`config.mk`:
```
export PLATFORM = sky130hd
export DESIGN_NAME = read_prefetch_buffer
export DESIGN_NICKNAME = d
export VERILOG_FILES = /design/src/rtl/read_buffer_pkg.sv /design/src/rtl/sync_word_fifo.sv /design/src/rtl/read_prefetch_buffer.sv
export SDC_FILE = /design/constraint.sdc
export NUM_CORES = 1
export LEC_CHECK = 0
export CELL_PAD_IN_SITES_DETAIL_PLACEMENT = 1
export CELL_PAD_IN_SITES_GLOBAL_PLACEMENT = 1
export CORE_MARGIN = 2
export CORE_UTILIZATION = 45
export DETAILED_ROUTE_END_ITERATION = 10
export PLACE_DENSITY_LB_ADDON = 0.25
export SYNTH_ARGS = -nofsm -noshare
export SYNTH_HDL_FRONTEND = slang
export SYNTH_HIERARCHICAL = 1
export SYNTH_SLANG_ARGS = --single-unit
```
`constraint.sdc`:
```
create_clock -name CLK_48MHZ -period 4.48 [get_ports CLK_48MHZ]
set_input_delay 1.12 -clock CLK_48MHZ [delete_from_list [all_inputs] [get_ports CLK_48MHZ]]
set_output_delay 1.12 -clock CLK_48MHZ [all_outputs]
set_load 0.03 [all_outputs]
```
`src/rtl/read_buffer_pkg.sv`:
```
// Shared definitions for the read-side prefetch buffer: default widths,
// the start threshold and the read FSM state encoding.
package read_buffer_pkg;

  localparam int WORD_W_DEF       = 16;
  localparam int BYTE_W_DEF       = 8;
  localparam int ADDR_W_DEF       = 13;
  localparam int DEPTH_DEF        = 4;
  localparam int START_THRESH_DEF = 3;

  typedef enum logic [1:0] {
    WAIT_START = 2'd0,
    IDLE       = 2'd1,
    WAIT_DATA  = 2'd2
  } rd_state_e;

endpackage

```
`src/rtl/sync_word_fifo.sv`:
```
// Single-clock word FIFO with show-ahead head output and occupancy count.
// A push and a pop in the same cycle are both honoured; a push into a full
// FIFO is accepted only when a pop frees the slot in that same cycle.
module sync_word_fifo #(
  parameter int WIDTH = 16,
  parameter int DEPTH = 4,
  localparam int PTR_W = $clog2(DEPTH),
  localparam int CNT_W = $clog2(DEPTH + 1)
) (
  input  logic             clk,
  input  logic             rst_n,
  input  logic             push,
  input  logic [WIDTH-1:0] push_data,
  input  logic             pop,
  output logic [WIDTH-1:0] head,
  output logic [CNT_W-1:0] count
);

  logic [WIDTH-1:0] mem_q [DEPTH];
  logic [PTR_W-1:0] wr_ptr_q, wr_ptr_d;
  logic [PTR_W-1:0] rd_ptr_q, rd_ptr_d;
  logic [CNT_W-1:0] count_q, count_d;
  logic             push_ok_s;
  logic             pop_ok_s;

  // Qualify push/pop against occupancy and compute next pointers and count.
  always_comb begin
    pop_ok_s  = pop && (count_q != CNT_W'(0));
    push_ok_s = push && ((count_q != CNT_W'(DEPTH)) || pop_ok_s);
    wr_ptr_d  = wr_ptr_q;
    rd_ptr_d  = rd_ptr_q;
    count_d   = count_q;
    if (push_ok_s) begin
      wr_ptr_d = wr_ptr_q + PTR_W'(1);
    end else begin
      wr_ptr_d = wr_ptr_q;
    end
    if (pop_ok_s) begin
      rd_ptr_d = rd_ptr_q + PTR_W'(1);
    end else begin
      rd_ptr_d = rd_ptr_q;
    end
    case ({push_ok_s, pop_ok_s})
      2'b10:   count_d = count_q + CNT_W'(1);
      2'b01:   count_d = count_q - CNT_W'(1);
      default: count_d = count_q;
    endcase
  end

  // Pointer and count registers with synchronous active-low reset.
  always_ff @(posedge clk) begin
    if (!rst_n) begin
      wr_ptr_q <= PTR_W'(0);
      rd_ptr_q <= PTR_W'(0);
      count_q  <= CNT_W'(0);
    end else begin
      wr_ptr_q <= wr_ptr_d;
      rd_ptr_q <= rd_ptr_d;
      count_q  <= count_d;
    end
  end

  // Word storage; contents are only observed while count is nonzero.
  always_ff @(posedge clk) begin
    if (push_ok_s) begin
      mem_q[wr_ptr_q] <= push_data;
    end
  end

  assign head  = mem_q[rd_ptr_q];
  assign count = count_q;

endmodule

```
`src/rtl/read_prefetch_buffer.sv`:
```
// Prefetch buffer between the memory read port and the byte serialiser.
// Issues one outstanding single-word read at a time once enough rows exist,
// buffers up to DEPTH words and hands them out LSB-first one byte per strobe.
module read_prefetch_buffer
  import read_buffer_pkg::*;
#(
  parameter int WORD_W       = WORD_W_DEF,
  parameter int BYTE_W       = BYTE_W_DEF,
  parameter int DEPTH        = DEPTH_DEF,
  parameter int ADDR_W       = ADDR_W_DEF,
  parameter int START_THRESH = START_THRESH_DEF
) (
  input  logic              CLK_48MHZ,
  input  logic              RESET,
  input  logic              NEXT_BYTE,
  output logic [BYTE_W-1:0] BYTE_OUT,
  output logic              BYTE_VALID,
  output logic              READ_CMD,
  output logic [ADDR_W-1:0] READ_ADDR,
  input  logic [WORD_W-1:0] DATA_READ,
  input  logic              DATA_VALID,
  input  logic [ADDR_W-1:0] ROW_WRITE,
  output logic              UNDERRUN
);

  localparam int LANES  = WORD_W / BYTE_W;
  localparam int LANE_W = $clog2(LANES);
  localparam int CNT_W  = $clog2(DEPTH + 1);

  rd_state_e         state_q, state_d;
  logic [ADDR_W-1:0] rd_addr_q, rd_addr_d;
  logic [ADDR_W-1:0] read_addr_q, read_addr_d;
  logic              read_cmd_q, read_cmd_d;
  logic [LANE_W-1:0] lane_q, lane_d;
  logic              underrun_q, underrun_d;

  logic [ADDR_W-1:0]            avail_s;
  logic                         push_s;
  logic                         pop_s;
  logic [WORD_W-1:0]            head_s;
  logic [CNT_W-1:0]             count_s;
  logic [LANES-1:0][BYTE_W-1:0] head_lanes_s;
  logic                         byte_valid_s;
  logic [BYTE_W-1:0]            byte_out_s;

  sync_word_fifo #(
    .WIDTH (WORD_W),
    .DEPTH (DEPTH)
  ) u_fifo (
    .clk       (CLK_48MHZ),
    .rst_n     (RESET),
    .push      (push_s),
    .push_data (DATA_READ),
    .pop       (pop_s),
    .head      (head_s),
    .count     (count_s)
  );

  // Rows written but not yet fetched; modular so the writer may wrap first.
  assign avail_s      = ROW_WRITE - rd_addr_q;
  assign head_lanes_s = head_s;
  assign byte_valid_s = (count_s != CNT_W'(0));

  // Read FSM: gate on start threshold, issue one read, wait for its data.
  always_comb begin
    state_d     = state_q;
    rd_addr_d   = rd_addr_q;
    read_addr_d = read_addr_q;
    read_cmd_d  = 1'b0;
    push_s      = 1'b0;
    case (state_q)
      WAIT_START: begin
        if (ROW_WRITE >= ADDR_W'(START_THRESH)) begin
          state_d = IDLE;
        end else begin
          state_d = WAIT_START;
        end
      end
      IDLE: begin
        // Slot is judged on the registered count: only one read can be in flight.
        if ((avail_s != ADDR_W'(0)) && (count_s < CNT_W'(DEPTH))) begin
          state_d     = WAIT_DATA;
          read_cmd_d  = 1'b1;
          read_addr_d = rd_addr_q;
        end else begin
          state_d = IDLE;
        end
      end
      WAIT_DATA: begin
        if (DATA_VALID) begin
          state_d   = IDLE;
          push_s    = 1'b1;
          rd_addr_d = rd_addr_q + ADDR_W'(1);
        end else begin
          state_d = WAIT_DATA;
        end
      end
      default: begin
        state_d = WAIT_START;
      end
    endcase
  end

  // Byte strobe handling: advance lane, pop on last lane, flag empty reads.
  always_comb begin
    lane_d     = lane_q;
    underrun_d = underrun_q;
    pop_s      = 1'b0;
    if (NEXT_BYTE) begin
      if (byte_valid_s) begin
        if (lane_q == LANE_W'(LANES - 1)) begin
          pop_s  = 1'b1;
          lane_d = LANE_W'(0);
        end else begin
          lane_d = lane_q + LANE_W'(1);
        end
      end else begin
        underrun_d = 1'b1;
      end
    end else begin
      lane_d = lane_q;
    end
  end

  // Current byte from the FIFO head; forced to zero while nothing is buffered.
  always_comb begin
    if (byte_valid_s) begin
      byte_out_s = head_lanes_s[lane_q];
    end else begin
      byte_out_s = BYTE_W'(0);
    end
  end

  // State, address, lane and flag registers with synchronous active-low reset.
  always_ff @(posedge CLK_48MHZ) begin
    if (!RESET) begin
      state_q     <= WAIT_START;
      rd_addr_q   <= ADDR_W'(0);
      read_addr_q <= ADDR_W'(0);
      read_cmd_q  <= 1'b0;
      lane_q      <= LANE_W'(0);
      underrun_q  <= 1'b0;
    end else begin
      state_q     <= state_d;
      rd_addr_q   <= rd_addr_d;
      read_addr_q <= read_addr_d;
      read_cmd_q  <= read_cmd_d;
      lane_q      <= lane_d;
      underrun_q  <= underrun_d;
    end
  end

  assign BYTE_OUT   = byte_out_s;
  assign BYTE_VALID = byte_valid_s;
  assign READ_CMD   = read_cmd_q;
  assign READ_ADDR  = read_addr_q;
  assign UNDERRUN   = underrun_q;

endmodule
```
# After elaboration in Yosys (flattened, before gate mapping)
# Memory sizes are Yosys's and may differ from the RTL's. A register that Yosys moved wholly into a read port is not among the register bits.
# Index checks and enable logic that the tools add are counted.
[word_totals]
regBits = 38
ramBits = 64
out_inout_bits = 24
memories = 1
[classes]
add_sub_neg = 7
order_cmp = 3
n_eq_ne = 5
n_mux = 19
n_bitwise = 1
reduce_logical = 13
[mem_list]
columns = ["memory", "words", "width", "read_ports", "rd_ports_with_merged_regs", "wr", "line_no", "rtl"]
rows = [
  ["u_fifo.mem_q", 4, 16, 1, 1, 1, "sync_word_fifo.sv:19", "logic [WIDTH-1:0] mem_q [DEPTH];"],
]
[ops]
columns = ["op", "count"]
rows = [
  ["8-bit two-way mux", 3],
  ["13-bit by 1-bit adder with 13-bit output, second input constant", 1],
  ["13-bit by 2-bit >= comparator with 1-bit output, second input constant", 1],
  ["13-bit nonzero test", 1],
  ["13-bit subtractor", 1],
  ["1-bit two-way mux", 10],
  ["2-bit AND reduction", 5],
  ["2-bit two-way mux", 4],
  ["2-bit one-hot mux with 3 select lines", 1],
  ["3-bit one-hot mux with 2 select lines", 1],
  ["2-bit by 1-bit adder with 2-bit output, second input constant", 2],
  ["2-bit by 1-bit equality test with 1-bit output, second input constant", 2],
  ["2-bit equality test, second input constant", 2],
  ["3-bit by 1-bit adder with 3-bit output, second input constant", 1],
  ["1-bit logical AND", 3],
  ["3-bit < comparator, second input constant", 1],
  ["3-bit inequality test, second input constant", 1],
  ["3-bit nonzero test", 1],
  ["3-bit by 1-bit subtractor with 3-bit output, second input constant", 1],
  ["2-bit zero test", 1],
  ["1-bit by 2-bit < comparator with 1-bit output, second input constant", 1],
  ["2-bit nonzero test", 1],
  ["1-bit adder, second input constant", 1],
  ["1-bit logical OR", 1],
  ["1-bit NOT", 1],
]

# Depth between registers and ports, before layout
[logic_depth]
ltp_word = 8
mapped_depth = 12
depth_no_buf = 10

# By module
# The synthesis kept the hierarchy.
[by_module_without_submodules]
columns = ["module", "n_inst", "cells_each", "area_each_um2"]
rows = [
  ["sync_word_fifo", 1, 139, 2816.5],
  ["read_prefetch_buffer", 1, 249, 2069.5],
]

# Least setup slack after synthesis
# No wires, ideal clock.
[synth_timing]
kind = "input to register"
startpoint = "input port ROW_WRITE[1]"
endpoint = "register read_addr_q[0], in the netlist READ_ADDR[0]"
arrival_ns = 3.222
slack_ns = 1.186
path_stages = 10
path_buffers = 1
path_cell_list = "ha_1 > nor2b_4 > o211ai_4 > a211oi_4 > o311a_1 > o21ai_1 > nor4b_2 > nor4b_4 > buf_6 > mux2i_1"
[synth_via]
elab_chain_cells = 4
[synth_rtl]
columns = ["item", "line_no", "rtl"]
rows = [
  ["start: declaration", "read_prefetch_buffer.sv:22", "input logic [ADDR_W-1:0] ROW_WRITE,"],
  ["13-bit subtractor", "read_prefetch_buffer.sv:60", "assign avail_s = ROW_WRITE - rd_addr_q;"],
  ["13-bit nonzero test", "read_prefetch_buffer.sv:81", "if ((avail_s != ADDR_W'(0)) && (count_s < CNT_W'(DEPTH))) begin"],
  ["1-bit logical AND", "read_prefetch_buffer.sv:81", ""],
  ["2-bit AND reduction (no line)", "-", ""],
  ["end signal: assignment", "read_prefetch_buffer.sv:146", "read_addr_q <= read_addr_d;"],
  ["end: declaration", "read_prefetch_buffer.sv:32", "logic [ADDR_W-1:0] read_addr_q, read_addr_d;"],
]
# Every way passes these cells.
# A chain may end at the register's enable or synchronous reset.

# Final worst setup path
[layout_timing]
startpoint = "input port ROW_WRITE[9]"
endpoint = "register read_addr_q[5], in the netlist READ_ADDR[5]"
# The elaborated chain is that of the path after synthesis.

==> impl_metrics.py <==
metrics = {
    "logic_synthesis": {
        "async_flop_share": 0,
        "syn_avg_cell_area_sq_um": 12.6,
        "ys_ff_latch": 104,
        "ys_types": 58,
        "syn-num-nets": 439,
        "synthFlopType": "edfxtp_1",
        "syn_area_sq_um": 4890,
        "syn-instance-count": 388,
        "synth_edf_count": 64,
        "ys_seq_area_frac": 0.557,
        "synth_warnings": 6,
    },
    "clock_tree": {
        "numCtsBuffers": 9,
        "postCtsSetupBuffers": 0,
        "cts_root_buf": "clkbuf_8",
        "path_clk_slew_ps": 100,
        "clk_latency_ps": 380,
        "cts_sinks": 104,
        "clockBufferDepth": 2,
        "cts_tree": "built",
        "htree_num_levels": 3,
        "hold_buffers": 0,
        "cts_resized": 0,
    },
    "final_layout": {
        "diodes": 0,
        "final_common_cell": "edfxtp_1",
        "nNetsFinal": 500,
        "layout_common_cells": "edfxtp_1 (64), clkdlybuf4s50_1 (56), nand2_1 (43), dfxtp_1 (40), mux2i_1 (24)",
        "syn_to_final_growth_pct": 18.4,
        "drive_above_1_share": 0.113,
    },
    "pwr": {
        "internal-power_w": 0.00131,
        "peakVddDrop_v": 0.000283,
        "p_comb_frac": 0.090,
        "p_leak_nw": 1.93,
        "swShare": 0.237,
        "p_switching_w": 0.000405,
        "p_seq_frac": 0.604,
        "clkPwrFrac": 0.306,
        "p_per_area_nw_per_um2": 296,
    },
    "route": {
        "vias": 3174,
        "via_per_inst": 5.35,
        "ant_nets": 0,
        "wl_per_cell_um": 17.8,
        "drt_iter0_markers": 120,
        "drc_errors": 0,
        "drtPass1Iterations": 4,
        "wl_um": 10600,
    },
    "job": {
        "drv_cap": 0,
    },
    "floorplanning": {
        "die-height_um": 108,
        "placeableCoreArea_sq_um": 10700,
        "row_count": 38,
        "die_w_um": 108,
        "die-area_sq_um": 11700,
        "ios": 57,
        "start_util": 0.457,
    },
    "global_routing": {
        "grt_overflow": 0,
        "antenna_found_initial": 0,
        "first_global_vias": 3457,
        "grt_usage": 0.198,
        "grt_pass1_wl_um": 17300,
        "grt_max_degree": 55,
    },
    "timing": {
        "rsz0062_at_grt": "false",
        "worstMarginPinSlew_ps": 846,
        "max_clock_freq_ghz": 0.271,
        "final.period_utilization": 0.823,
        "drv_slew": 0,
        "clock_skew_ps": 13.6,
        "final.setup.tns_ps": 0,
        "max-slew-margin-rel": 0.435,
        "hold_violations": 0,
        "finalSetupViolations": 0,
        "setup_slack_ps": 794,
        "period_minus_slack_ps": 3690,
    },
    "worst_setup_path": {
        "cp-end-kind": "register",
        "arrival_ps": 3950,
        "crit_family": "simple AND/OR/NAND/NOR gates",
        "crit_path_start_kind": "primary input",
        "critical_path_class": "in -> reg",
        "worstPathCellList": "clkdlybuf4s50_1 > ha_1 > a21oi_1 > o21ai_0 > nor2_1 > a211oi_1 > nand4_1 > nor4b_2 > nor4b_4 > buf_4 > mux2i_1",
        "worst-endpoint-required_ps": 4740,
        "critPathMaxFanout": 11,
        "cpMaxStageDelayCell": "nor4b_2",
        "max_stage_delay_ps": 440,
        "cp_num_buf_inv": 2,
    },
    "placed_design": {
        "io_buffers": 56,
        "place.gp.congestion": 0.865,
        "place_ws_ps": 405,
        "hpwl_um": 7730,
    },
    "worst_hold_path": {
        "hold_path_class": "reg -> reg",
    },
    "outcome": {
        "run_status": "completed",
    },
}
-- cell usage after synthesis (5+ instances only) --
cell type,instances,share of area
edfxtp_1,64,0.39
nand2_1,43,0.033
dfxtp_1,40,0.16
mux2i_1,24,0.049
inv_1,22,0.017
and2_1,20,0.026
nor2_1,19,0.015
ha_1,17,0.044
mux4_2,16,0.074
a21oi_1,13,0.013
xnor2_1,12,0.022
clkbuf_1,9,0.0069
o21ai_0,8,0.0082
xor2_1,6,0.011
and3_1,5,0.0064
nand4_1,5,0.0064
-- registers in the layout, indices dropped and copies added, names as in the netlist, 2 cells and up, named ones only --
signal	count
rd_addr_q	13
u_fifo/wr_ptr_q	2
u_fifo/rd_ptr_q	2
READ_ADDR	13
u_fifo/count	3
u_fifo/mem_q	64
state_q	2
-- cells by family after synthesis --
kind of cell,synth area share
and+or+nand+nor,0.142
DFF,0.557
AOI/OAI and AO/OA,0.0671
muxes,0.123
buffers and inverters,0.0307
xor gates and xnor gates,0.0323
adders and majority gates,0.0476
-- worst register-to-register path, delay by kind of cell (launching register included) --
family / cells / cell delay, ps
compound gates: 3 / 780
mux: 1 / 140
fa+ha+maj: 1 / 420
buf+inv: 2 / 320
simple gates: 4 / 860
flops: 1 / 380
-- cell type report --
cell class / count / area, sq um
clock buffer: 10 / 128
multi-input combinational: 248 / 2010
tap: 140 / 175
timing repair buffer: 64 / 621
clock inverter: 5 / 41.3
inverter: 22 / 82.6
sequential: 104 / 2720
fill: 1121 / 4910
-- path summary, 6_finish.rpt --
check,startpoint,end,slack [ps],depth (start not counted)
worst min-delay path,READ_ADDR[6],READ_ADDR[6],460,2
worst max register to register,rd_addr_q[9],READ_ADDR[5],1480,11
worst min register to register,READ_ADDR[6],READ_ADDR[6],460,2
worst max-delay path,ROW_WRITE[9],READ_ADDR[5],790,11
-- power groups by stage --
stage	sequential, W	combinational (W)	clock [W]
final	0.00103	0.000154	0.000523
after CTS	0.00103	0.000156	0.000548
after floorplan	0.00106	0.0000908	0
after detailed placement	0.00105	0.000155	0
after global routing	0.00103	0.000170	0.000584
after global placement	0.00105	0.000151	0
-- routing by layer --
| layer | share of wire | global-route usage | wire length, um |
|---|---|---|---|
| met5 | 0 | 0 | 0 |
| met4 | 0.013 | 0.0522 | 139 |
| met3 | 0.040 | 0.0518 | 425 |
| met2 | 0.53 | 0.367 | 5640 |
| met1 | 0.41 | 0.224 | 4360 |
-- stage by stage --
stage	hold WS, ps	power (W)	util	cells	area, sq um
after detailed placement	454	0.00121	0.525	578	5610
after floorplan	438	0.00115	-	388	4890
final	465	0.00171	0.541	593	5780
after CTS	469	0.00174	0.541	593	5780
after global placement	449	0.00121	0.525	578	5610
after global routing	492	0.00179	0.541	593	5780
Power figures use the tool's default switching activity.
==> variant: new RTL, same settings <==
Change the package constant `DEPTH_DEF` from 4 to 2.
--- a/src/rtl/read_buffer_pkg.sv
+++ b/src/rtl/read_buffer_pkg.sv
@@ -7,3 +7,3 @@
   localparam int ADDR_W_DEF       = 13;
-  localparam int DEPTH_DEF        = 4;
+  localparam int DEPTH_DEF        = 2;
   localparam int START_THRESH_DEF = 3;
Behaviour: not the same (a bounded check fails within 10 cycles, from zero or initial values and one cycle with RESET low).
==> variant against the unedited design <==
- synthesized area down 26%
- total power down 22%
- setup slack got worse by 0.35 ns
- final area shrank 24%
- largest cell class is now multi-input gates
- routed wire length is 18% lower
- synthesized cell count down 14%
- global-route usage is 1.2 points higher
- sequential cell count shrank 36
==> variant: results (changes against the unedited design) <==
switching pwr 0.3426 mW (-15%); max FFs per register 32 (-50%); first-pass GRT wire length 14.13 mm (-19%); latest clock arrival within the worst-skew pair 0.34 ns (-0.04 ns); Final HPWL DP 6.384 mm (-17%); Worst Skew 0.008513 ns (-0.005121 ns); Layout Nets 436 (-13%); vias in the first global route 2870 (-17%); Vias/cell 5.412 (+1.1%); Worst-Margin Slew 1.103 ns (+0.2574 ns); Post-synth top cells nand2_1, dfxtp_1, edfxtp_1; clk buf depth 2 (unchanged); FF-to-FF path depth 10 (-1); PortBufs 56 (unchanged); Largest stage delay, worst path 0.90 ns (+0.46 ns); synth top area cells edfxtp_1, dfxtp_1, mux2i_1, mux2_2, ha_1; initial antenna violation count 0 (unchanged); Post-synth EDFFs 32 (-50%); DR pass1 iterations 4 (unchanged); Top reg by flops u_fifo/mem_q; GRT Overall Usage 0.2096 (+0.01191); post-synthesis adder-cell area fraction 0.04512 (-0.002508); Placed Cells 481 (-17%); crit path DAT 4.30 ns (+0.35 ns); post-synth cell types 64 (+10%); FFs w/ async S/R, synth 0 (unchanged); total wire length 8.631 mm (-18%); H-tree lvl count 3 (unchanged); Critical Path Slowest Stage Cell nor4b_4; global placement routability congestion 0.8659 (about the same); mux contribution to synthesized area 0.1208 (-0.002128); Seq/Total Area, Yosys 0.4665 (-0.09073); Setup TNS 0 ns (unchanged); CTS resizes 0 (unchanged); clock slew at reported path FFs 0.08 ns (-0.02 ns); sequential share of power 0.497 (-0.107); FILL cells 849 (-24%); largest vdd supply drop 0.1336 mV (-53%); Vias 2690 (-15%); XOR/XNOR Fraction of Synth Area 0.03645 (+0.004179); CP max FO 15 (+4); mean post-synth cell area 10.86 sq um (-14%); CP delay by family, top simple AND/OR/NAND/NOR gates; Top FF cell, synth dfxtp_1; status finished, final reports clean; largest net degree at the start of global routing 43 (-22%); initial DRC count 78 (-35%); cts bufs inserted 9 (unchanged); Hold Crit Depth 2 (unchanged); LEAKAGE 1.569 nW (-19%); syn_nets 378 (-14%); Setup Buffers After CTS 0 (unchanged); CTS root buf clkbuf_8; clock network power share 0.382 (+0.076); post-synthesis compound-gate area fraction 0.1111 (+0.04398); Pint 0.9994 mW (-23%); layout cells sized above 1 0.1316 (+0.01906)
variant: cell types whose count changed after synthesis, sizes merged, moves of 6 or more:
cell    change
mux4       -16
edfxtp     -32
and2        -8
inv         -6
mux2       +17
clkbuf      -6
variant: layer usage:
metal / track usage / wire, um / share of wire
met2: 0.3729 / 4424 / 0.51
met1: 0.2541 / 3770 / 0.44
met5: 0 / 0 / 0
met3: 0.04915 / 355 / 0.041
met4: 0.05392 / 80 / 0.0093
variant: final cells by class:
class | count | area (sq um) | area share
clock buffers | 9 | 123.9 | 0.02804
clock inverters | 7 | 75.07 | 0.01699
inverters | 16 | 60.06 | 0.01359
multi-input cells | 236 | 1767 | 0.3999
flip-flops and latches | 68 | 1682 | 0.3806
well taps | 102 | 127.6 | 0.02889
repair buffers | 59 | 583.1 | 0.1320
variant: metrics by stage:
stage / cell area [sq um] / util / setup slack, ns / hold WS (ns)
after CTS: 4418 / 0.5717 / 0.4459 / 0.4680
after detailed placement: 4219 / 0.5460 / 0.07834 / 0.4528
after global placement: 4219 / 0.5460 / 0.1619 / 0.4444
after floorplan: 3605 / - / 1.050 / 0.4382
final: 4418 / 0.5717 / 0.4479 / 0.4638
after global routing: 4418 / 0.5717 / 0.2569 / 0.4868
variant: tightest hold or removal path: stages (launching register included):
cell	delay [ns]
dfxtp_1	0.32
nand2_1	0.05
mux2i_1	0.05
variant: path summary, 6_finish.rpt:
| path | start | end | slack (ns) |
|---|---|---|---|
| hold / removal | READ_ADDR[2] | READ_ADDR[2] | 0.46 |
| setup reg to reg | rd_addr_q[1] | READ_ADDR[4] | 1.19 |
| setup / recovery | ROW_WRITE[1] | READ_ADDR[4] | 0.45 |
| hold reg to reg | READ_ADDR[2] | READ_ADDR[2] | 0.46 |
